==> src/rtl/modulator.sv <==
// Purpose : TDM 4-channel carrier modulator; multiplies gated burst samples by a per-channel 5-point carrier LUT.
// Latency : 2 enable cycles from input beat to output beat.
// Backpres: single pipeline enable (en = !m_axis_tvalid || m_axis_tready); stalls hold outputs, s_axis_tready = en.
//
// Ports:
//   s_axis_aclk / s_axis_aresetn     clock, async active-low reset
//   s_axis_tdata/tvalid/tready/tuser input sample stream (signed 24-bit in [23:0], channel index in tuser)
//   m_axis_tdata/tvalid/tready/tuser/tlast  modulated output stream, tlast marks last beat of a burst
//   start, burst_len                 burst request (length in 4-beat frames), sampled while idle
//   busy                             high while a burst is armed or transmitting
module modulator #(
  parameter int BURST_W = 16
) (
  input  logic               s_axis_aclk,
  input  logic               s_axis_aresetn,
  input  logic [31:0]        s_axis_tdata,
  input  logic               s_axis_tvalid,
  output logic               s_axis_tready,
  input  logic [1:0]         s_axis_tuser,
  output logic [31:0]        m_axis_tdata,
  output logic               m_axis_tvalid,
  input  logic               m_axis_tready,
  output logic [1:0]         m_axis_tuser,
  output logic               m_axis_tlast,
  input  logic               start,
  input  logic [BURST_W-1:0] burst_len,
  output logic               busy
);

  typedef enum logic [1:0] {IDLE, ARM, TX} state_t;

  state_t               state;
  logic [2:0]           phase [4];
  logic [BURST_W-1:0]   frame_cnt;
  logic [BURST_W-1:0]   burst_len_q;

  logic                 en;
  logic                 beat;
  logic                 gate;
  logic                 last_beat;
  logic [2:0]           cur_phase;

  // Stage 1 registers
  logic                 s1_vld;
  logic signed [23:0]   s1_x;
  logic signed [23:0]   s1_coef;
  logic [1:0]           s1_user;
  logic                 s1_gate;
  logic                 s1_last;

  logic signed [47:0]   prod;
  logic                 unused_bits;

  // Carrier table indexed by phase; phase steps by 2 mod 5 per burst beat.
  function automatic logic signed [23:0] carrier(input logic [2:0] p);
    case (p)
      3'd0:    carrier = 24'sd0;
      3'd1:    carrier = 24'sd7978040;
      3'd2:    carrier = 24'sd4930700;
      3'd3:    carrier = -24'sd4930700;
      3'd4:    carrier = -24'sd7978040;
      default: carrier = 24'sd0;
    endcase
  endfunction

  function automatic logic [2:0] phase_adv(input logic [2:0] p);
    phase_adv = (p >= 3'd3) ? (p - 3'd3) : (p + 3'd2);
  endfunction

  assign en            = !m_axis_tvalid || m_axis_tready;
  assign s_axis_tready = en;
  assign beat          = s_axis_tvalid && en;
  assign cur_phase     = phase[s_axis_tuser];
  assign busy          = (state != IDLE);

  // A beat belongs to the burst once in TX, or when it is the channel-0 beat that opens it.
  assign gate      = (state == TX) || ((state == ARM) && (s_axis_tuser == 2'd0));
  assign last_beat = (state == TX) && (s_axis_tuser == 2'd3) &&
                     ((frame_cnt + BURST_W'(1)) == burst_len_q);

  always_ff @(posedge s_axis_aclk or negedge s_axis_aresetn) begin
    if (!s_axis_aresetn) begin
      state       <= IDLE;
      frame_cnt   <= '0;
      burst_len_q <= '0;
      for (int i = 0; i < 4; i++) phase[i] <= 3'd0;
    end else begin
      case (state)
        IDLE: begin
          if (start && (burst_len != '0)) begin
            burst_len_q <= burst_len;
            frame_cnt   <= '0;
            for (int i = 0; i < 4; i++) phase[i] <= 3'd0;
            state       <= ARM;
          end
        end
        ARM: begin
          if (beat && (s_axis_tuser == 2'd0)) begin
            phase[0] <= phase_adv(phase[0]);
            state    <= TX;
          end
        end
        TX: begin
          if (beat) begin
            phase[s_axis_tuser] <= phase_adv(cur_phase);
            if (s_axis_tuser == 2'd3) begin
              frame_cnt <= frame_cnt + BURST_W'(1);
              if (last_beat) state <= IDLE;
            end
          end
        end
        default: state <= IDLE;
      endcase
    end
  end

  assign prod = $signed({{24{s1_x[23]}}, s1_x}) * $signed({{24{s1_coef[23]}}, s1_coef});

  // Upper input byte and low product bits are discarded by design.
  assign unused_bits = ^{s_axis_tdata[31:24], prod[22:0]};

  always_ff @(posedge s_axis_aclk or negedge s_axis_aresetn) begin
    if (!s_axis_aresetn) begin
      s1_vld        <= 1'b0;
      s1_x          <= '0;
      s1_coef       <= '0;
      s1_user       <= 2'd0;
      s1_gate       <= 1'b0;
      s1_last       <= 1'b0;
      m_axis_tvalid <= 1'b0;
      m_axis_tdata  <= '0;
      m_axis_tuser  <= 2'd0;
      m_axis_tlast  <= 1'b0;
    end else if (en) begin
      s1_vld        <= s_axis_tvalid;
      s1_x          <= s_axis_tdata[23:0];
      s1_coef       <= carrier(cur_phase);
      s1_user       <= s_axis_tuser;
      s1_gate       <= s_axis_tvalid && gate;
      s1_last       <= s_axis_tvalid && last_beat;
      m_axis_tvalid <= s1_vld;
      // product >>> 23 fits in 25 bits; sign-extend to 32 (floor rounding)
      m_axis_tdata  <= s1_gate ? {{7{prod[47]}}, prod[47:23]} : 32'd0;
      m_axis_tuser  <= s1_user;
      m_axis_tlast  <= s1_last;
    end
  end

endmodule

==> config.mk <==
export PLATFORM = sky130hd
export DESIGN_NAME = modulator
export DESIGN_NICKNAME = d
export VERILOG_FILES = /design/src/rtl/modulator.sv
export SDC_FILE = /design/constraint.sdc
export NUM_CORES = 1
export LEC_CHECK = 0
export BUFFER_PORTS_ARGS = -buffer_cell sky130_fd_sc_hd__buf_2
export CORE_UTILIZATION = 61
export CTS_CLUSTER_DIAMETER = 40
export DETAILED_ROUTE_END_ITERATION = 6
export PLACE_DENSITY = 0.79
export SYNTH_ARGS = -nofsm -noshare
export SYNTH_HDL_FRONTEND = slang
export SYNTH_SLANG_ARGS = --single-unit
==> constraint.sdc <==
create_clock -name s_axis_aclk -period 11.4 [get_ports s_axis_aclk]
set_input_delay 1.14 -clock s_axis_aclk [delete_from_list [all_inputs] [get_ports s_axis_aclk]]
set_output_delay 1.14 -clock s_axis_aclk [all_outputs]
set_load 0.02 [all_outputs]
==> results of run 1 <==
-- cell families after synthesis --
| family | count (synthesis) |
|---|---|
| DFF | 110 |
| xor gates and xnor gates | 72 |
| adders and majority gates | 682 |
| muxes | 25 |
| buffers and inverters | 683 |
| and+or+nand+nor | 470 |
| AOI/OAI and AO/OA | 242 |
-- sequential cells by signal, indices dropped and copies added (netlist names), 2 cells and up --
name,count
m_axis_tdata,25
s1_x,24
burst_len_q,16
frame_cnt,16
phase,12
s1_coef,6
m_axis_tuser,2
s1_user,2
state,2
-- per-stage QoR --
stage          std cells  instance area [um^2]
3_3_place_gp        2769                 23200
2_1_floorplan       2284                 22400
5_1_grt             2785                 23500
4_1_cts             2785                 23500
3_5_place_dp        2769                 23200
6_report            2785                 23500
-- worst max-delay path, delay by kind of cell (launching register included) --
family | cells | cell delay [ps]
AO/OA/AOI/OAI | 4 | 1230
adder cells (fa/ha/maj) | 8 | 3720
buffers and inverters | 4 | 1130
flip-flops | 1 | 360
AND/OR/NAND/NOR | 6 | 1450
-- per-layer routing --
layer	GRT usage [%]	vias to the layer above
li1	-	6886
met1	38.7	7853
met2	52.4	602
met3	5.96	169
met4	16.1	0
met5	0	-
-- cell type report --
type / instances / area share (%)
Multi-Input combinational cell: 1491 / 72.6
Inverter: 616 / 9.85
Clock buffer: 9 / 0.959
Sequential cell: 110 / 11.7
Timing Repair Buffer: 91 / 2.03
Tap cell: 461 / 2.46
Clock inverter: 7 / 0.389
-- synthesized netlist by cell type (15+ instances only) --
| cell type | number |
|---|---|
| ha_1 | 161 |
| and2_1 | 44 |
| a21o_1 | 35 |
| nor2_1 | 61 |
| dfrtp_1 | 110 |
| clkbuf_1 | 53 |
| a21oi_1 | 53 |
| nand2_1 | 285 |
| nand3_1 | 15 |
| xnor2_1 | 50 |
| mux2_2 | 17 |
| o21ai_0 | 68 |
| xor2_1 | 22 |
| inv_1 | 616 |
| fa_1 | 521 |
-- worst paths after layout --
kind | from | endpoint | slack, ps | cells after the start
max in group asynchronous | s_axis_aresetn | s1_x[22] | 9350 | 2
hold / removal | m_axis_tlast | m_axis_tlast | 470 | 2
hold reg to reg | m_axis_tlast | m_axis_tlast | 470 | 2
setup reg to reg | s1_coef[18] | m_axis_tdata[18] | 3430 | 22
min in group asynchronous | s_axis_aresetn | s1_x[3] | 790 | 1
setup / recovery | s1_coef[18] | m_axis_tdata[18] | 3430 | 22
==> results.yml, run 1 <==
logic_synthesis:
  synth_compound_area_share_pct: 7.03
  synthAdderAreaFrac_pct: 55.6
  synth_xor_area_share_pct: 2.82
  synthesis.area_um2: 22400
  yosysSeqAreaShare_pct: 12.3
  synth_top_area_share_pct: 46.6
  ys_async_sr_fraction_pct: 100
  synth_fp_nets: 3021
  syn_inst: 2284
  synth_area_leader_cell: "fa_1"
  syn_avg_cell_area_um2: 9.80
  synth.area.top_cells: "fa_1 (47%), dfrtp_1 (12%), inv_1 (10%)"
  yosysWarnings: 0
  synth_mux_area_share_pct: 1.38
  ys_types: 63
  synth_enable_flop_cells: 0
  synth_top_family_by_area: "adder cells"
  ys_ff_latch: 110
  synth_flop_cell: "dfrtp_1"
  yosys.area_share.simple_pct: 9.27
clock_tree:
  clk_pin_slew_ps: 80
  post_cts_resized: 0
  htreeDepth: 3
  ctsHoldBuffers: 0
  clk_latency_ps: 370
  cts_setup_buffers: 0
  clock-sinks: 110
  cts_buffers: 9
  root_buffer: "clkbuf_16"
  tritoncts: "yes"
  cts_buffer_depth: 2
layout:
  final_common_cell: "inv_1"
  final_cell_mix: "inv_1 (616), fa_1 (521), nand2_1 (285), ha_1 (161), dfrtp_1 (110)"
  utilization_pct: 65.5
  seq_area_um2: 2750
  nets: 3056
  multi_input_area_um2: 17000
  layout-drive-gt1-share_pct: 6.02
  syn2layout_area_growth_pct: 4.89
  antenna_cells: 0
  num-fill-cells: 2801
drt:
  ant_nets: 0
  avgRoutedWirePerCell_um: 19.3
  drt_iter0_drc: 1079
  vias_per_cell: 5.57
  maxUsedRoutingLayer: "met4"
  first_pass_iters: 7
  drcViolationCount: 11
  wl_met3_um: 3650
  met2_length_um: 26700
  via_count: 15500
  wl_met1_um: 20200
  wl_um: 53800
die:
  ioPinCount: 93
  fp-row-count: 69
  die-area_um2: 37500
  die_width_um: 194
  fp.dieH_um: 194
  initial_core_util_pct: 62.5
  coreArea_um2: 35800
timing:
  period_minus_slack_ps: 7970
  fmax_mhz: 125
  worstMarginPinSlew_ps: 922
  setup_viol: 0
  final.setup_skew_ps: 12.9
  relSlewSlack_pct: 38.6
  grt_setup_unrepaired: "no"
  layout_setup_ws_ps: 3430
  slew_violations: 0
  hold_slack_ps: 472
  hold_viol_final: 0
  setup_tns_ps: 0
  post-route-period-util_pct: 69.9
setup_path:
  crit_type: "reg -> reg"
  crit_top_cell: "fa_1"
  startpoint_type: "register"
  critPathArrivalTime_ps: 8280
  endpoint_kind: "register"
  crit_required_ps: 11710
  crit_fanout: 31
  crit_slowest_cell: "inv_1"
  crit_chain: "buf_4 > inv_1 > nor2_1 > ha_1 > fa_1 > fa_1 > fa_1 > fa_1 > fa_1 > inv_1 > fa_1 > inv_1 > ha_1 > nand2_2 > nor4_4 > o211ai_1 > a2111oi_4 > nor2_2 > o211ai_2 > a21oi_2 > or4_1 > nand3_1"
  cp_slowest_stage_delay_ps: 730
placement:
  routabilityCongestion: 1.03
  io_buffers: 84
  dp_hpwl_um: 47100
  post-place-ws_ps: 3530
flow_run:
  maxCapViolCount: 0
global_routing:
  first_global_vias: 17300
  antenna_found_initial: 0
  grt_pass1_wl_um: 89800
  grtUsageTotal_pct: 31.2
  grt_max_degree: 66
  grt_overflow: 0
hold_path:
  worstHoldPathType: "reg -> reg"
status:
  status: "complete, but fails checks"
  violations: "DRC"
Power of run 1 is not shown: default switching activity piles up to over one toggle a cycle in this logic, so the estimate is an artifact.
==> inputs of run 2 (changes only) <==
==> constraint.sdc (replaced) <==
create_clock -name s_axis_aclk -period 7.52 [get_ports s_axis_aclk]
set_input_delay 0.752 -clock s_axis_aclk [delete_from_list [all_inputs] [get_ports s_axis_aclk]]
set_output_delay 0.752 -clock s_axis_aclk [all_outputs]
set_load 0.02 [all_outputs]
==> results.yml, run 2 (synthesis gave the netlist of run 1 again) <==
clock_tree:
  root_buffer: "clkbuf_16"
  ctsHoldBuffers: 0
  cts_buffer_depth: 2
  clock-sinks: 110
  cts_buffers: 9
  htreeDepth: 3
  clk_pin_slew_ps: 90
  clk_latency_ps: 370
  tritoncts: "yes"
global_routing:
  first_global_vias: 17900
  antenna_found_initial: 0
  grt_overflow: 0
  grt_pass1_wl_um: 94600
  grt_max_degree: 81
  grtUsageTotal_pct: 33.2
layout:
  design_area_um2: 24600
  largest_reg_flops: 25
  final_cell_mix: "inv_1 (615), fa_1 (520), nand2_1 (281), ha_1 (160), buf_4 (154)"
  syn2layout_area_growth_pct: 10.1
  biggestRegsByFlops: "m_axis_tdata x25, s1_x x24"
  nets: 3204
  layout-drive-gt1-share_pct: 12.1
  antenna_cells: 0
  final_common_cell: "inv_1"
  max_flop_register: "m_axis_tdata"
timing:
  grt_setup_unrepaired: "yes"
  relSlewSlack_pct: 31.5
  post-route-period-util_pct: 97.4
  slew_violations: 0
  worstMarginPinSlew_ps: 1030
  layout_setup_ws_ps: 192
  hold_viol_final: 0
  final.setup_skew_ps: 15.1
  period_minus_slack_ps: 7330
  fmax_mhz: 136
  setup_viol: 0
die:
  die_width_um: 194
  initial_core_util_pct: 62.5
  ioPinCount: 93
  fp.dieH_um: 194
  die-area_um2: 37500
  coreArea_um2: 35800
  fp-row-count: 69
drt:
  drt_iter0_drc: 1014
  via_count: 16100
  first_pass_iters: 5
  ant_nets: 0
  vias_per_cell: 5.50
  drcViolationCount: 0
  wl_um: 58000
  avgRoutedWirePerCell_um: 19.8
placement:
  routabilityCongestion: 1.01
  postPlaceCellArea_um2: 24200
  io_buffers: 84
  post-place-ws_ps: -2.64
  dp_hpwl_um: 51500
setup_path:
  critPathArrivalTime_ps: 7640
  regToRegSetupSlack_ps: 190
  crit_type: "reg -> reg"
  crit_required_ps: 7830
  crit_fanout: 12
  startpoint_type: "register"
  crit_start: "s1_coef[22]"
  r2r_start: "s1_coef[22]"
  endpoint_kind: "register"
flow_run:
  maxCapViolCount: 0
hold_path:
  worstHoldPathType: "in -> async"
status:
  status: "completed"
## run 2: cell types whose count changed in the layout (fill, tap and decap cells not counted), moves of 4 or more
cell | previous run | this run
dfrtp_2 | 0 | 4
nand2_2 | 1 | 5
nand2_1 | 285 | 281
buf_4 | 8 | 154
dfrtp_1 | 110 | 106
## run 2: critical path, cell delays in order (launching register included)
cell      delay, ps
dfrtp_2         500
buf_4           200
buf_4           200
nand2_1         100
inv_1           120
fa_1            540
inv_1            60
fa_1            550
inv_1            60
fa_1            480
fa_1            600
fa_1            480
fa_1            510
inv_1            50
fa_1            580
inv_1            60
ha_1            310
nand2_1          90
o21ai_0         210
a21oi_1          90
o22ai_1         450
nor2_2          140
o211ai_2        220
a21oi_2          90
or4_1           470
nand3_1         100
## run 2: stage by stage
stage | TNS [ps] | hold WS (ps) | util (%) | cells
floorplan | 0 | 435 | - | 2284
global placement | 0 | 447 | 67.6 | 2910
detailed placement | -2.64 | 457 | 67.6 | 2910
CTS | 0 | 331 | 68.5 | 2926
global route | -96.4 | 349 | 68.8 | 2933
finish | 0 | 319 | 68.8 | 2933
## run 2: area by class of cell
| cell class | instances | area [um^2] |
|---|---|---|
| Inverter | 616 | 2310 |
| Clock inverter | 7 | 91.3 |
| Sequential cell | 110 | 2760 |
| Timing Repair Buffer | 239 | 1610 |
| Fill cell | 2723 | 11200 |
| Multi-Input combinational cell | 1491 | 17100 |
| Clock buffer | 9 | 225 |
| Tap cell | 461 | 577 |
## run 2: repair_timing
action / CTS / global route
endpoints found under the setup margin: 4 / 12
setup buffers: 0 / 7
pin swaps: 0 / 3
resized for setup: 2 / 17
## run 2: path summary, 6_finish.rpt
kind,to,cells after the start
min in group s_axis_aclk,m_axis_tuser[0],2
hold / removal,s1_x[4],1
setup / recovery,m_axis_tdata[18],25
max in group asynchronous,frame_cnt[9],2
setup reg to reg,m_axis_tdata[18],25
hold reg to reg,m_axis_tuser[0],2
## run 2: layer usage
metal | vias to the layer above | share of wire [%] | track usage (%)
li1 | 7180 | - | -
met1 | 8222 | 37 | 40.5
met2 | 566 | 51 | 58.2
met3 | 167 | 4.9 | 3.03
met4 | 0 | 6.9 | 18.5
met5 | - | 0 | 0
Power of run 2 is left out for the same reason.
==> inputs of run 3 (changes only) <==
==> config.mk (replaced) <==
export PLATFORM = sky130hd
export DESIGN_NAME = modulator
export DESIGN_NICKNAME = d
export VERILOG_FILES = /design/src/rtl/modulator.sv
export SDC_FILE = /design/constraint.sdc
export NUM_CORES = 1
export LEC_CHECK = 0
export CORE_UTILIZATION = 61
export CTS_CLUSTER_DIAMETER = 40
export DETAILED_ROUTE_END_ITERATION = 6
export DONT_BUFFER_PORTS = 1
export PLACE_DENSITY = 0.77
export SYNTH_ARGS = -nofsm -noshare
export SYNTH_HDL_FRONTEND = slang
export SYNTH_SLANG_ARGS = --single-unit
==> results.yml, run 3 (synthesis gave the netlist of run 1 again) <==
status:
  status: "completed"
global_routing:
  grt_overflow: 0
  first_global_vias: 17500
  antenna_found_initial: 0
  grt_max_degree: 111
  grt_pass1_wl_um: 93900
  grtUsageTotal_pct: 32.9
setup_path:
  path_delay_family: "adder cells"
  critPathArrivalTime_ps: 7580
  cp_slowest_stage_delay_ps: 570
  endpoint_kind: "register"
  startpoint_type: "register"
  crit_start: "s1_coef[18]"
  crit_required_ps: 7830
  crit_slowest_cell: "fa_1"
  critical_path_buf_inv_count: 7
  crit_fanout: 5
  r2r_start: "s1_coef[18]"
  crit_type: "reg -> reg"
layout:
  layout-drive-gt1-share_pct: 8.08
  nets: 3084
  biggestRegsByFlops: "m_axis_tdata x25, s1_x x24"
  num-fill-cells: 2816
  max_flop_register: "m_axis_tdata"
  largest_reg_flops: 25
  final_common_cell: "inv_1"
  antenna_cells: 0
  stdcell_count: 2813
  syn2layout_area_growth_pct: 7.08
  final_cell_mix: "inv_1 (616), fa_1 (520), nand2_1 (277), ha_1 (161), buf_4 (119)"
clock_tree:
  clock-sinks: 110
  htreeDepth: 3
  cts_buffer_depth: 2
  root_buffer: "clkbuf_16"
  clk_latency_ps: 370
  cts_buffers: 9
  ctsHoldBuffers: 0
  tritoncts: "yes"
  clk_pin_slew_ps: 90
drt:
  ant_nets: 0
  drt_iter0_drc: 1039
  wl_um: 56900
  drcViolationCount: 0
  first_pass_iters: 6
  via_count: 15500
  vias_per_cell: 5.50
  avgRoutedWirePerCell_um: 20.2
timing:
  slew_violations: 0
  post-route-period-util_pct: 96.6
  layout_setup_ws_ps: 254
  relSlewSlack_pct: 38.9
  fmax_mhz: 138
  setup_tns_ps: 0
  hold_viol_final: 0
  final.setup_skew_ps: 15.3
  worstMarginPinSlew_ps: 913
  setup_viol: 0
  period_minus_slack_ps: 7270
  grt_setup_unrepaired: "no"
die:
  die_width_um: 194
  fp.dieH_um: 194
  coreArea_um2: 35800
  die-area_um2: 37500
  fp-row-count: 69
  initial_core_util_pct: 62.5
  ioPinCount: 93
hold_path:
  worstHoldPathType: "in -> async"
flow_run:
  maxCapViolCount: 0
placement:
  routabilityCongestion: 0.994
  placed_cells: 2790
  post-place-ws_ps: -77.4
  io_buffers: 0
  dp_hpwl_um: 50700
-- run 3: cell types whose count changed in the layout (fill, tap and decap cells not counted), moves of 4 or more --
cell | before | now
nand2_1 | 281 | 277
dfrtp_2 | 4 | 9
buf_2 | 83 | 0
buf_4 | 154 | 119
dfrtp_1 | 106 | 101
nand2_2 | 5 | 9
-- run 3: path summary, 6_finish.rpt --
kind | to | slack [ps] | cells past startpoint
max reg2reg | m_axis_tdata[18] | 250 | 25
max | m_axis_tdata[18] | 250 | 25
max in group asynchronous | frame_cnt[9] | 7270 | 0
min in group s_axis_aclk | m_axis_tvalid | 460 | 1
min reg2reg | m_axis_tvalid | 460 | 1
min | s1_x[5] | 70 | 0
-- run 3: metrics by stage --
stage | area [um^2] | hold WS, ps | utilization (%)
2_1_floorplan | 22400 | 435 | -
3_3_place_gp | 23500 | 448 | 65.7
3_5_place_dp | 23500 | 445 | 65.7
4_1_cts | 23900 | 66.3 | 66.6
5_1_grt | 24000 | 62.3 | 66.9
6_report | 24000 | 74.4 | 66.9
-- run 3: cell type report --
cell class              count  area [um^2]  share of cell area (%)
clock inverters             7          104                   0.433
flip-flops and latches    110         2760                    11.5
multi-input cells        1491        17100                    71.3
inverters                 616         2310                    9.65
well taps                 461          577                    2.41
clock buffers               9          225                   0.940
repair buffers            119          893                    3.73
-- run 3: per-layer routing --
layer  vias to the layer above  global-route usage [%]  share of wire [%]
met3                       135                    2.89                4.0
met2                       472                    58.2                 52
met1                      7901                    41.5                 39
met5                         -                       0                  0
li1                       6950                       -                  -
met4                         0                    14.5                5.4
-- run 3: repair_timing --
item | in CTS | in global routing
buffers inserted | 0 | 7
hold endpoints to repair | 0 | 0
resized for setup | 1 | 22
setup endpoints to repair | 3 | 16
pin swaps | 0 | 3
Power of run 3 is left out for the same reason.
